===== src/rtl/ahb_manager_pack.sv =====
// ahb_manager_pack: shared AHB transfer types plus the arbiter state encoding and helpers.
package ahb_manager_pack;

  typedef enum logic [1:0] {
    HTRANS_IDLE,
    HTRANS_BUSY,
    HTRANS_NONSEQ,
    HTRANS_SEQ
  } t_htrans;

  typedef enum logic [2:0] {
    HBURST_SINGLE,
    HBURST_INCR,
    HBURST_WRAP4,
    HBURST_INCR4,
    HBURST_WRAP8,
    HBURST_INCR8,
    HBURST_WRAP16,
    HBURST_INCR16
  } t_hburst;

  typedef enum logic [1:0] {
    HRESP_OKAY,
    HRESP_ERROR,
    HRESP_RETRY,
    HRESP_SPLIT
  } t_hresp;

  typedef enum logic {
    ARB,
    LOCK
  } t_arb_state;

  // SEQ beats still owed after the NONSEQ of a lockable burst; zero means never lock.
  function automatic logic [4:0] burst_len(input t_hburst b);
    return b == HBURST_INCR4 ? 5'd3 : b == HBURST_INCR8 ? 5'd7 : b == HBURST_INCR16 ? 5'd15 : 5'd0;
  endfunction

  function automatic logic [3:0] oh2idx(input logic [15:0] oh);
    logic [3:0] r;
    r = '0;
    for (int i = 0; i < 16; i++) r = oh[i] ? r | 4'(i) : r;
    return r;
  endfunction

endpackage


===== src/rtl/ahb_rr_pick.sv =====
// ahb_rr_pick: combinational round-robin pick, searching from (i_ptr + 1) mod N.
module ahb_rr_pick #(
  parameter int N = 4
) (
  input  logic [N-1:0]         i_req,
  input  logic [$clog2(N)-1:0] i_ptr,
  output logic [N-1:0]         o_gnt,
  output logic                 o_valid
);
  localparam int W = $clog2(N);

  logic [W-1:0] idx;
  int k;

  // Walk from the farthest candidate back to the nearest so the nearest one wins.
  always_comb begin
    o_gnt = '0;
    idx = '0;
    k = 0;
    for (int i = N; i >= 1; i--) begin
      k = int'(i_ptr) + i;
      idx = W'(k >= N ? k - N : k);
      o_gnt = i_req[idx] ? N'(1) << idx : o_gnt;
    end
  end

  assign o_valid = |i_req;

endmodule


===== src/rtl/ahb_arbiter.sv =====
// ahb_arbiter: round-robin AHB bus arbiter with fixed-length burst locking and SPLIT masking.
module ahb_arbiter
  import ahb_manager_pack::*;
#(
  parameter int NUM_MGR = 4,
  parameter int DEF_MGR = 0
) (
  input  logic                       i_hclk,
  input  logic                       i_hreset_n,
  input  logic [NUM_MGR-1:0]         i_hbusreq,
  input  t_htrans                    i_htrans,
  input  t_hburst                    i_hburst,
  input  logic                       i_hready,
  input  t_hresp                     i_hresp,
  input  logic [NUM_MGR-1:0]         i_hsplit,
  output logic [NUM_MGR-1:0]         o_hgrant,
  output logic [$clog2(NUM_MGR)-1:0] o_hmaster,
  output logic [$clog2(NUM_MGR)-1:0] o_hmaster_d
);
  localparam int W = $clog2(NUM_MGR);
  localparam logic [W-1:0] DEF_IDX = W'(DEF_MGR);
  localparam logic [NUM_MGR-1:0] DEF_OH = NUM_MGR'(1) << DEF_MGR;

  t_arb_state state_q, state_d;
  logic [4:0] cnt_q, cnt_d;
  logic [NUM_MGR-1:0] mask_q, mask_d, grant_q, grant_d, pick_gnt;
  logic [W-1:0] ptr_q, ptr_d, owner_q, owner_d, downer_q, downer_d, pick_idx;
  logic pick_vld, start_lock, hold, rearb;

  ahb_rr_pick #(.N(NUM_MGR)) u_pick (
    .i_req  (i_hbusreq & ~mask_q),
    .i_ptr  (ptr_q),
    .o_gnt  (pick_gnt),
    .o_valid(pick_vld)
  );

  assign pick_idx = W'(oh2idx(16'(pick_gnt)));

  always_comb begin
    start_lock = i_htrans == HTRANS_NONSEQ && burst_len(i_hburst) != 5'd0;
    hold = state_q == LOCK && (i_htrans == HTRANS_BUSY || (i_htrans == HTRANS_SEQ && cnt_q != 5'd1));
    rearb = i_hready && !start_lock && !hold;
    state_d = state_q;
    cnt_d = cnt_q;
    mask_d = mask_q & ~i_hsplit;
    if (!i_hready && i_hresp != HRESP_OKAY) begin
      state_d = ARB;
      cnt_d = '0;
    end
    // Applied after the split-resume clear so a same-edge set takes priority.
    if (!i_hready && i_hresp == HRESP_SPLIT) mask_d[downer_q] = 1'b1;
    if (i_hready) begin
      state_d = (start_lock || hold) ? LOCK : ARB;
      cnt_d = start_lock ? burst_len(i_hburst) : hold && i_htrans == HTRANS_SEQ ? cnt_q - 5'd1 : hold ? cnt_q : 5'd0;
    end
    downer_d = i_hready ? owner_q : downer_q;
    grant_d = rearb ? (pick_vld ? pick_gnt : DEF_OH) : grant_q;
    owner_d = rearb ? (pick_vld ? pick_idx : DEF_IDX) : owner_q;
    ptr_d = rearb && pick_vld && pick_idx != owner_q ? pick_idx : ptr_q;
  end

  always_ff @(posedge i_hclk or negedge i_hreset_n) begin
    if (!i_hreset_n) begin
      state_q <= ARB;
      cnt_q <= '0;
      mask_q <= '0;
      ptr_q <= DEF_IDX;
      grant_q <= DEF_OH;
      owner_q <= DEF_IDX;
      downer_q <= DEF_IDX;
    end else begin
      state_q <= state_d;
      cnt_q <= cnt_d;
      mask_q <= mask_d;
      ptr_q <= ptr_d;
      grant_q <= grant_d;
      owner_q <= owner_d;
      downer_q <= downer_d;
    end
  end

  assign o_hgrant = grant_q;
  assign o_hmaster = owner_q;
  assign o_hmaster_d = downer_q;

endmodule


===== config.mk =====
export PLATFORM = sky130hd
export DESIGN_NAME = ahb_arbiter
export DESIGN_NICKNAME = d
export VERILOG_FILES = /design/src/rtl/ahb_manager_pack.sv /design/src/rtl/ahb_rr_pick.sv /design/src/rtl/ahb_arbiter.sv
export SDC_FILE = /design/constraint.sdc
export NUM_CORES = 1
export LEC_CHECK = 0
export ABC_CLOCK_PERIOD_IN_PS = 2420
export BUFFER_PORTS_ARGS = -buffer_cell sky130_fd_sc_hd__buf_4
export CAP_MARGIN = 20
export CORE_ASPECT_RATIO = 0.9
export CORE_UTILIZATION = 48
export DETAILED_ROUTE_END_ITERATION = 8
export GPL_ROUTABILITY_DRIVEN = 0
export PLACE_DENSITY = 0.73
export SETUP_SLACK_MARGIN = 0.02
export SYNTH_ARGS = -nofsm -noshare
export SYNTH_HDL_FRONTEND = slang
export SYNTH_SLANG_ARGS = --single-unit

===== constraint.sdc =====
create_clock -name i_hclk -period 2.42 [get_ports i_hclk]
set_clock_uncertainty 0.05 [all_clocks]
set_input_delay 0.605 -clock i_hclk [delete_from_list [all_inputs] [get_ports i_hclk]]
set_output_delay 0.605 -clock i_hclk [all_outputs]
set_load 0.1 [all_outputs]

==> impl_metrics.tcl <==
set metrics [dict create \
    p_leak_uw 0.001090 \
    htreeDepth 1 \
    vdd_ir_drop_max_mv 1.382 \
    synth_edf_count 0 \
    seq_area_frac_synth 0.3290 \
    synth_flop_cell "dfrtp_1" \
    path_delay_family "multiplexers" \
    num-fill-cells 193 \
    antenna_found_initial 0 \
    min_path_type "primary input to async pin" \
    n_antenna_cell 0 \
    yosys_warnings 0 \
    wl_per_cell_um 17.68 \
    hold_buffers 0 \
    setup_violations 5 \
    grt_pass1_wl_um 7817 \
    ys_seq_elements 20 \
    port_buffers 25 \
    synth_common_cells "20 x nand2_1, 19 x dfrtp_1, 14 x o21ai_0" \
    cp_num_buf_inv 5 \
    worst_path_largest_cell_delay_ps 580 \
    syn_area_um2 1525 \
    cap_violations 0 \
    nNetsFinal 270 \
    multi_input_area_um2 1122 \
    synth.top_cell.area_share 0.3117 \
    pre_cts_slack_ps -381.9 \
    synth_most_common_cell "nand2_1" \
    yosysTopAreaCell "dfrtp_1" \
    cts_buffers 3 \
    overflow 0 \
    drt_pass1_iterations 4 \
    io_pins 26 \
    vias 1702 \
    dieArea_um2 3407 \
    required_ps 2600 \
    violations "negative setup slack" \
    clock_sinks 20 \
    rows 19 \
    dpl.hpwl_um 3150 \
    seq_area_um2 504.2 \
    wl_um 5003 \
    core_um2 3043 \
    synthArstFlopShare 1.000 \
    critPathKind "register to register" \
    cp_common_cell "buf_6" \
    cellPowerDensity_nw_per_um2 1606 \
    clock_path_buffers 2 \
    initial_core_util 0.5012 \
    grt_max_degree 21 \
    route.detailed.drc 0 \
    drt_iter0_drc 102 \
    reg2reg_from "ptr_q[0]" \
    hold_violations 0 \
    final_antenna_net_count 0 \
    outcome "finished, violations left" \
    drive_gt1_frac 0.4730 \
    r2r_setup_slack_ps -490 \
    fp.dieW_um 61.42 \
    cp_slowest_cell "mux4_2" \
    period_share 1.203 \
    worstPathCellList "buf_6 > inv_8 > buf_6 > mux4_2 > a211oi_4 > buf_6 > a21o_1 > nand2b_1 > o211ai_2 > buf_4 > mux2i_4" \
    timing.rr.end "ptr_q[0]" \
    power_uw 3828 \
    tns_ps -1258 \
    syn-num-nets 188 \
    synth_cell_type_count 41 \
    crit_cells 11 \
    clk_latency_ps 300 \
    worst_setup_path_end_kind "register" \
    slew_headroom 0.6861 \
    grt_use_total 0.3034 \
    cts_tree "done" \
    netlist_top_cells_area "dfrtp_1 31%, ha_1 8.2%, mux4_2 7.4%" \
    hold_ws_ps 99.68 \
    syn_avg_cell_area_um2 9.533 \
    viasPerCell 6.014 \
    area_growth_syn_to_layout_pct 56.28 \
    worst_ep_arrival_time_ps 3090 \
    fin_crit_ps 2912 \
    critPathMaxFanout 5 \
    die_y_um 55.48 \
    startpoint "ptr_q[0]" \
    layout_setup_ws_ps -491.6 \
    cp-start-kind "register" \
    worstMarginPinSlew_ps 463.5 \
    cts_root_buffer "clkbuf_4" \
    rsz0062_at_grt "yes" \
    grt_pass1_vias 1682 \
    report.final.slew_viol_count 0 \
    fmax_mhz 343.5 \
    r2r_cells 11 \
    synthCells 160 \
    cts.clk_slew.worst_paths_ps 120 \
]
==> cell type report <==
cell class / count / area share
flip-flops and latches: 20 / 0.2115
well taps: 42 / 0.02205
inverters: 12 / 0.02205
clock buffers: 4 / 0.01522
multi-input cells: 126 / 0.4709
repair buffers: 79 / 0.2583
==> where the power goes <==
part           switching, µW  internal [µW]
Combinational           1650           1390
Sequential               151            441
Clock                    102           91.8
==> registers in the layout (all words and copies together), names as in the netlist <==
| signal | cells |
|---|---|
| o_hmaster_d | 2 |
| state_q | 1 |
| o_hmaster | 2 |
| o_hgrant | 4 |
| cnt_q | 5 |
| ptr_q | 2 |
| mask_q | 4 |
==> routing by layer <==
layer,routed length (µm),track usage,vias up
met5,0,0,-
met4,127,0.09524,0
met3,338,0.06557,16
met2,2585,0.5000,90
met1,1952,0.3903,832
li1,-,-,764
==> through the flow <==
step	utilization	cell area [µm²]	cells
after floorplan	-	1565	160
after global placement	0.6846	2083	264
after detailed placement	0.6846	2083	264
after CTS	0.7537	2293	280
after global routing	0.7833	2384	283
final	0.7833	2384	283
==> cell usage in the layout, fill, tap and decap left out, types with 6 or more instances in the layout <==
master	count
nand2b_1	10
nor2b_1	6
buf_4	73
buf_6	6
o21ai_0	14
nand3_1	8
ha_1	9
inv_1	11
nand2_1	20
dfrtp_1	17
==> worst max path at each step <==
stage | end | slack (ps)
floorplan | ptr_q[1] | -160
global placement | ptr_q[1] | -310
detailed placement | ptr_q[1] | -380
CTS | ptr_q[1] | -220
global route | ptr_q[0] | -510
finish | ptr_q[0] | -490
==> worst reg2reg max path, delay by kind of cell, from the launching register on <==
kind                   cells  cell delay, ps
AO/OA/AOI/OAI              3             750
buffers and inverters      5             650
flip-flops                 1             470
multiplexers               2             810
AND/OR/NAND/NOR            1             110
==> repair_timing <==
item / 4_1_cts / 5_1_grt
buffers inserted: 14 / 4
resized for setup: 18 / 11
pin swaps: 7 / 8
endpoints found under the setup margin: 3 / 6
==> cell families after synthesis <==
logic type | Yosys count | share of synthesized area
DFF | 20 | 0.3290
and+or+nand+nor | 62 | 0.2281
buffers and inverters | 14 | 0.03937
muxes | 13 | 0.1313
AOI/OAI and AO/OA | 41 | 0.1903
adders and majority gates | 10 | 0.08203
Note: power is estimated with default switching activity, not from simulation.
